==> config.mk <==
export PLATFORM = sky130hd
export DESIGN_NAME = binary_counter3
export DESIGN_NICKNAME = d
export VERILOG_FILES = /design/src/rtl/binary_counter3_pkg.sv /design/src/rtl/binary_counter3_next.sv /design/src/rtl/binary_counter3.sv
export SDC_FILE = /design/constraint.sdc
export NUM_CORES = 1
export LEC_CHECK = 0
export ABC_AREA = 1
export ABC_CLOCK_PERIOD_IN_PS = 2900
export BUFFER_PORTS_ARGS = -buffer_cell sky130_fd_sc_hd__buf_2
export CAP_MARGIN = 20
export CELL_PAD_IN_SITES_DETAIL_PLACEMENT = 1
export CELL_PAD_IN_SITES_GLOBAL_PLACEMENT = 1
export CORE_AREA = 2 2 39 41
export CTS_BUF_LIST = sky130_fd_sc_hd__clkbuf_8 sky130_fd_sc_hd__clkbuf_16
export CTS_CLUSTER_SIZE = 16
export DETAILED_ROUTE_END_ITERATION = 16
export DIE_AREA = 0 0 41 43
export GPL_TIMING_DRIVEN = 0
export MAX_ROUTING_LAYER = met4
export PLACE_DENSITY_LB_ADDON = 0.1
export SLEW_MARGIN = 20
export SYNTH_ARGS = -nofsm -noshare
export SYNTH_HDL_FRONTEND = slang
export SYNTH_SLANG_ARGS = --single-unit
==> constraint.sdc <==
create_clock -name CLOCK -period 2.9 [get_ports CLOCK]
set_input_delay 0.29 -clock CLOCK [delete_from_list [all_inputs] [get_ports CLOCK]]
set_output_delay 0.29 -clock CLOCK [all_outputs]
set_load 0.01 [all_outputs]
==> src/rtl/binary_counter3_pkg.sv <==
// ============================================================================
// Module      : binary_counter3_pkg
// Description : Shared defaults and direction encoding for binary_counter3.
// Revision    : 1.0 - initial release
// ============================================================================
`default_nettype none

package binary_counter3_pkg;

   localparam int WIDTH_DEF     = 3;
   localparam int RESET_VAL_DEF = 0;

   typedef enum logic {
      DIR_DOWN = 1'b0,
      DIR_UP   = 1'b1
   } dir_e;

endpackage : binary_counter3_pkg

`default_nettype wire

==> src/rtl/binary_counter3_next.sv <==
// ============================================================================
// Module      : binary_counter3_next
// Description : Next-state value for the counter: reset > load > step > hold.
// Revision    : 1.0 - initial release
// ============================================================================
`default_nettype none

module binary_counter3_next
   import binary_counter3_pkg::*;
#(
   parameter int WIDTH     = WIDTH_DEF,
   parameter int RESET_VAL = RESET_VAL_DEF
) (
   input  logic             rst_i,
   input  logic             load_i,
   input  logic             enable_i,
   input  dir_e             dir_i,
   input  logic [WIDTH-1:0] load_val_i,
   input  logic [WIDTH-1:0] cnt_i,
   output logic [WIDTH-1:0] cnt_o
);

   localparam logic [WIDTH-1:0] c_RESET_VAL = RESET_VAL[WIDTH-1:0];
   localparam logic [WIDTH-1:0] c_ONE       = {{(WIDTH-1){1'b0}}, 1'b1};

   logic [WIDTH-1:0] w_inc;
   logic [WIDTH-1:0] w_dec;

   // Carry/borrow drop out naturally from the WIDTH-bit result.
   assign w_inc = cnt_i + c_ONE;
   assign w_dec = cnt_i - c_ONE;

   always_comb begin
      cnt_o = cnt_i;
      if (rst_i) begin
         cnt_o = c_RESET_VAL;
      end else if (load_i) begin
         cnt_o = load_val_i;
      end else if (enable_i) begin
         cnt_o = (dir_i == DIR_UP) ? w_inc : w_dec;
      end
   end

endmodule : binary_counter3_next

`default_nettype wire

==> src/rtl/binary_counter3.sv <==
// ============================================================================
// Module      : binary_counter3
// Description : Loadable up/down binary counter with optional terminal-count
//               flag, enabled by defining BINARY_COUNTER3_TC_EN.
// Revision    : 1.0 - initial release
// ============================================================================
`default_nettype none

module binary_counter3
   import binary_counter3_pkg::*;
#(
   parameter int WIDTH     = WIDTH_DEF,
   parameter int RESET_VAL = RESET_VAL_DEF
) (
   input  logic             CLOCK,
   input  logic             RESET,
   input  logic             ENABLE,
   input  logic             LOAD,
   input  logic [WIDTH-1:0] LOAD_VAL,
   input  logic             UP_DN,
   output logic [WIDTH-1:0] ctr3,
   output logic             TC
);

   logic [WIDTH-1:0] ctr3_q;
   logic [WIDTH-1:0] ctr3_d;

   binary_counter3_next #(
      .WIDTH     (WIDTH),
      .RESET_VAL (RESET_VAL)
   ) u_next (
      .rst_i      (RESET),
      .load_i     (LOAD),
      .enable_i   (ENABLE),
      .dir_i      (dir_e'(UP_DN)),
      .load_val_i (LOAD_VAL),
      .cnt_i      (ctr3_q),
      .cnt_o      (ctr3_d)
   );

   always_ff @(posedge CLOCK) begin
      ctr3_q <= ctr3_d;
   end

   assign ctr3 = ctr3_q;

`ifdef BINARY_COUNTER3_TC_EN
   // Flags the wrap that the next enabled edge will perform.
   assign TC = ENABLE & ~LOAD & ~RESET &
               (UP_DN ? (ctr3_q == {WIDTH{1'b1}}) : (ctr3_q == {WIDTH{1'b0}}));
`else
   assign TC = 1'b0;
`endif

endmodule : binary_counter3

`default_nettype wire

==> results of run 1 <==
==> path summary, 6_finish.rpt <==
path,startpoint,to,depth (start not counted)
setup / recovery,ctr3[0],ctr3[2],7
hold / removal,RESET,ctr3[2],2
setup reg to reg,ctr3[0],ctr3[2],7
hold reg to reg,ctr3[1],ctr3[1],4
==> power by group through the flow <==
stage               clock network [uW]  logic, uW  registers [uW]
finish                             116       29.5            48.0
global placement                     0       29.9            48.7
global route                       124       33.7            48.9
floorplan                            0       16.4            49.8
CTS                                120       30.4            48.0
detailed placement                   0       30.2            48.6
==> cell usage in the layout, fill, tap and decap left out <==
cell      netlist  routed
nand2_1        12      12
o211ai_1        1       1
nand3_1         3       3
dfxtp_1         3       3
a22oi_1         1       1
inv_1           7       8
nor2_2          1       1
a21oi_1         1       1
buf_4           1       1
clkbuf_8        0       3
fa_1            1       1
conb_1          1       1
inv_2           1       1
buf_2           0      10
==> cells by family after synthesis <==
family | Yosys count | share of synthesized area (%)
flops | 3 | 28.9
compound gates | 3 | 9.64
other cells | 1 | 1.81
buf+inv | 9 | 18.1
fa+ha+maj | 1 | 9.64
simple gates | 16 | 31.9
==> metrics by stage <==
stage | power, uW | utilization [%] | instance area (um^2)
6_report | 194 | 23.3 | 323
5_1_grt | 206 | 23.3 | 323
4_1_cts | 199 | 23.3 | 323
3_5_place_dp | 78.8 | 20.1 | 278
3_3_place_gp | 78.5 | 20.1 | 278
2_1_floorplan | 66.2 | - | 208
==> layout make-up <==
class                           count  share of cell area [%]
Timing Repair Buffer               10                    15.5
Tap cell                           16                    6.20
Clock buffer                        3                    12.8
Multi-Input combinational cell     21                    34.1
Inverter                            8                    9.30
Sequential cell                     3                    18.6
Buffer                              1                    2.33
Clock inverter                      1                    1.16
==> metal layers <==
layer | part of all wire [%] | up-vias
li1 | - | 124
met4 | 0 | 0
met3 | 5.3 | 0
met1 | 42 | 95
met5 | 0 | -
met2 | 53 | 5
==> results.md, run 1 <==
- HPWL after DPL: 428 um
- Final worst slack: 1.67 ns
- Asr flop ratio synth: 0%
- Reg power frac: between 20 and 25%
- Post-Layout Cell Count: 63
- Setup Skew: ~0.00064 ns
- Layout Nets: 57
- Maxcap violations: 0
- Crit path top cell by count: nand2_1
- Fin Hold WS: around 0.25 ns
- Final hold viol count: 0
- Critical Path End Type: register
- Reg2Reg Setup Slack: 1.67 ns
- Placed cell count: about 60
- Top cells by area in the synthesized netlist: dfxtp_1, nand2_1, inv_1, fa_1, nand3_1
- Die area: ~0.0018 mm^2
- First-pass GRT wire length: about 770 um
- Clk buf depth: 2
- Syn Std Cell Area: 208 um^2
- Pleak: 0.000193 uW
- Core Box Area: approximately 0.0014 mm^2
- Syn Inst Count: 33
- Top-count cell post-synth: nand2_1
- Multi-input logic area: ~110 um^2
- Worst path max stage delay: 0.42 ns
- Port-buffer cells: 10
- CTS Root Cell: clkbuf_8
- Htree depth: 1
- Post-Syn Area per Cell: ~6.3 um^2
- Largest register FFs: 3
- CP startpoint kind: register
- GP Congestion: ~0.61
- FF+latch count, synth: 3
- Worst-skew pair later-pin latency: 0.21 ns
- TritonCTS clock tree: yes
- RSZ-0062 raised after global routing: no
- Total clock buffers created by CTS: 3
- Clock sink count: 3
- Unique masters post-synth: 12
- Hold Path Class: primary input to register
- Post-synthesis sequential area ratio: 28.9%
- Width of the die: approximately 40 um
- CP Cell Sequence: fa_1 -> inv_1 -> nand2_1 -> nand2_1 -> nand2_1 -> nand3_1 -> a21oi_1
- GR Overflow Total: 0
- Area growth from synthesis to layout: 55.4%
- Gate power share: roughly 15%
- Register area: 60.1 um^2
- Area share of the largest cell type after synthesis: 28.9%
- Warnings from Yosys: 0
- Vias in the first global route: 205
- Number of flops mapped to enable cells by yosys: 0
- Pre-CTS setup slack: 1.52 ns
- Crit path buffers/inverters: 1
- Critical path arrival: 1.33 ns
- Tmin final: approximately 1.2 ns
- Post-Syn Nets: 42
- Initial DRC count: 0
- Status: finished clean
- First-pass DRT Iterations: 1
- Layout cells sized above 1: 34.0%
- Slowest-stage cell, CP: fa_1
- Delay-heaviest family, CP: adder cells
- Routed Antenna Nets: 0
- Pwr/cell area: roughly 600 mW/mm^2
- Placement Rows: 14
- WP data required: about 3 ns
- Crit Path Category: register to register
- Met1 GRT Util: approximately 7.4%
- Switch Pwr: 45.1 uW
- Clk pwr share: between 60% and 70%
- # fillers: between 150 and 200
- DRC Markers: 0
- Via-to-Cell Ratio: around 3.6
- Drt wl/cell: between 8 and 9 um
- Final setup viols: 0
- Detailed-route via count: 224
- Die height: between 40 and 50 um
- Max-slew violations: 0
- M3 GR Usage: between 1.5 and 2%
- Met2 usage: a little under 10%
- Post_cts resized: 0
- Boundary pin count: 12
- Largest net degree at the start of global routing: 6
- Number of diodes: 0
- VDD IR max: roughly 240 uV
- Initial antenna violation count: 0
- Initial Util: around 15%
- Critical Path Fanout Max: 4
- Synth top cells by count: nand2_1, inv_1, dfxtp_1, nand3_1
- Peak Freq: between 0.8 and 0.9 GHz
- DRT Wirelength: approximately 510 um
- Switching share of power: 23.3%
- Synth Flop Type: dfxtp_1
- Reg clk slew, reported paths: 0.03 ns
- GRT Util Overall: 7.42%
- Setup TNS: 0 ns
- Tcrit/Tclk final: 42.5%
- P_int: 149 uW
- Post-CTS setup buffers: 0
- # hold bufs at CTS: 0
- Area leader, netlist: dfxtp_1
- GR peak layer: met4
Power figures use the tool's default switching activity.
==> run 2: changes to the inputs <==
--- a/config.mk
+++ b/config.mk
@@ -6,7 +6,7 @@
 export NUM_CORES = 1
 export LEC_CHECK = 0
 export ABC_AREA = 1
-export ABC_CLOCK_PERIOD_IN_PS = 2900
+export ABC_CLOCK_PERIOD_IN_PS = 1110
 export BUFFER_PORTS_ARGS = -buffer_cell sky130_fd_sc_hd__buf_2
 export CAP_MARGIN = 20
 export CELL_PAD_IN_SITES_DETAIL_PLACEMENT = 1
==> constraint.sdc (replaced) <==
create_clock -name CLOCK -period 1.11 [get_ports CLOCK]
set_input_delay 0.111 -clock CLOCK [delete_from_list [all_inputs] [get_ports CLOCK]]
set_output_delay 0.111 -clock CLOCK [all_outputs]
set_load 0.01 [all_outputs]
==> results.md, run 2 (synthesized netlist as in run 1, its figures left out) <==
- Worst-skew pair later-pin latency: about 0.21 ns
- Slowest-stage cell, CP: fa_2
- DRC Markers: 0
- Clk pwr share: between 50 and 60%
- CP Cell Sequence: fa_2 -> inv_2 -> nand2_2 -> nand2_1 -> nand2_1 -> nand3_2 -> a21oi_2
- First-pass DRT Iterations: 2
- WP data required: 1.21 ns
- Pleak: between 0.0002 and 0.00025 uW
- Setup Skew: 0.000878 ns
- CTS Root Cell: clkbuf_8
- Switching share of power: between 20 and 25%
- Initial Util: roughly 15%
- Critical Path End Type: register
- Core Box Area: roughly 0.0014 mm^2
- Initial antenna violation count: 0
- Die area: roughly 0.0018 mm^2
- Placement Rows: 14
- Setup crit start: ctr3[0]
- Crit path top cell by count: nand2_1
- Tcrit/Tclk final: 105%
- Switch Pwr: roughly 130 uW
- Post-layout util: between 20% and 30%
- Largest register FFs: 3
- Detailed-route via count: about 250
- Area growth from synthesis to layout: 74.1%
- Final worst slack: -0.0513 ns
- Crit Path Category: register to register
- Die height: between 40 and 50 um
- Reg clk slew, reported paths: ~0.030 ns
- Layout Nets: 59
- DRT Wirelength: approximately 570 um
- Number of diodes: 0
- Clock sink count: 3
- Boundary pin count: 12
- Placed cell count: 59
- Maxcap violations: 0
- Via-to-Cell Ratio: 3.77
- Commonest cells after routing, fill and taps aside: nand2_1, buf_2, inv_1
- GRT Util Overall: under 10%
- Crit path buffers/inverters: 1
- Post-route cell area: about 360 um^2
- Critical path arrival: about 1.3 ns
- Fin Hold WS: approximately 0.077 ns
- Routed Antenna Nets: 0
- HPWL after DPL: approximately 440 um
- RSZ-0062 raised after global routing: yes
- Post-Layout Cell Count: 65
- Gate power share: 18.9%
- # hold bufs at CTS: 0
- Hold Path Class: primary input to register
- Width of the die: slightly above 40 um
- Reg2Reg Setup Slack: -0.05 ns
- CP startpoint kind: register
- Tmin final: roughly 1.2 ns
- Peak Freq: around 0.86 GHz
- GP Congestion: roughly 0.73
- Port-buffer cells: 10
- Delay-heaviest family, CP: adder cells
- Initial DRC count: 3
- Critical Path Fanout Max: 2
- Hold Path Origin: RESET
- Clk buf depth: 2
- Reg-to-Reg Start: ctr3[0]
- TritonCTS clock tree: yes
- Status: complete, but fails checks
- Htree depth: 1
- Largest net degree at the start of global routing: 6
- VDD IR max: 591 uV
- Vias in the first global route: ~230
- Reg power frac: 23.8%
- Total clock buffers created by CTS: 3
- Pwr/cell area: 1470 mW/mm^2
- Worst path max stage delay: ~0.38 ns
- DP Area: around 280 um^2
- Drt wl/cell: roughly 8.7 um
- Layout cells sized above 1: approximately 55%
- Final hold viol count: 0
- Final setup viols: 2
- Max-slew violations: 0
- First-pass GRT wire length: approximately 900 um
- GR Overflow Total: 0
- P_int: between 400 and 500 uW
- Violated checks: setup timing
-- run 2: changes by cell type in the layout (fill, tap and decap cells not counted), sizes merged --
cell,delta
buf,+2
-- run 2: area by class of cell --
class                   count  area (um^2)
repair buffers             12         65.1
plain buffers               1         7.51
fillers                   183         1020
well taps                  16         20.0
inverters                   8         30.0
multi-input cells          21          131
clock inverters             1         3.75
flip-flops and latches      3         62.6
clock buffers               3         41.3
-- run 2: per-stage QoR --
stage          power [uW]  setup WS, ns  setup TNS (ns)
2_1_floorplan         175      0.000213               0
3_3_place_gp          209       -0.0380         -0.0661
3_5_place_dp          209       -0.0553         -0.0800
4_1_cts               530       -0.0529         -0.0657
5_1_grt               561        -0.128          -0.191
6_report              530       -0.0513         -0.0556
-- run 2: timing repair --
| action | CTS | global route |
|---|---|---|
| resized for setup | 0 | 6 |
| buffers inserted | 2 | 0 |
| endpoints found under the setup margin | 2 | 2 |
| pin swaps | 2 | 6 |
-- run 2: metal layers --
| layer | wire [um] | GRT usage, % |
|---|---|---|
| met2 | 286 | 10.0 |
| met1 | 248 | 9.68 |
| met5 | 0 | - |
| met4 | 6 | 8.00 |
| met3 | 23 | 1.57 |
-- run 2: final timing paths --
kind              cells past startpoint       to
setup reg to reg                      7  ctr3[2]
setup / recovery                      7  ctr3[2]
hold reg to reg                       2  ctr3[2]
hold / removal                        2  ctr3[2]
-- run 2: power groups by stage --
stage               registers [uW]  logic [uW]  clock network [uW]
floorplan                      132        43.4                   0
global route                   127         113                 320
global placement               129        79.3                   0
CTS                            126        90.5                 314
finish                         126         100                 304
detailed placement             129        79.9                   0
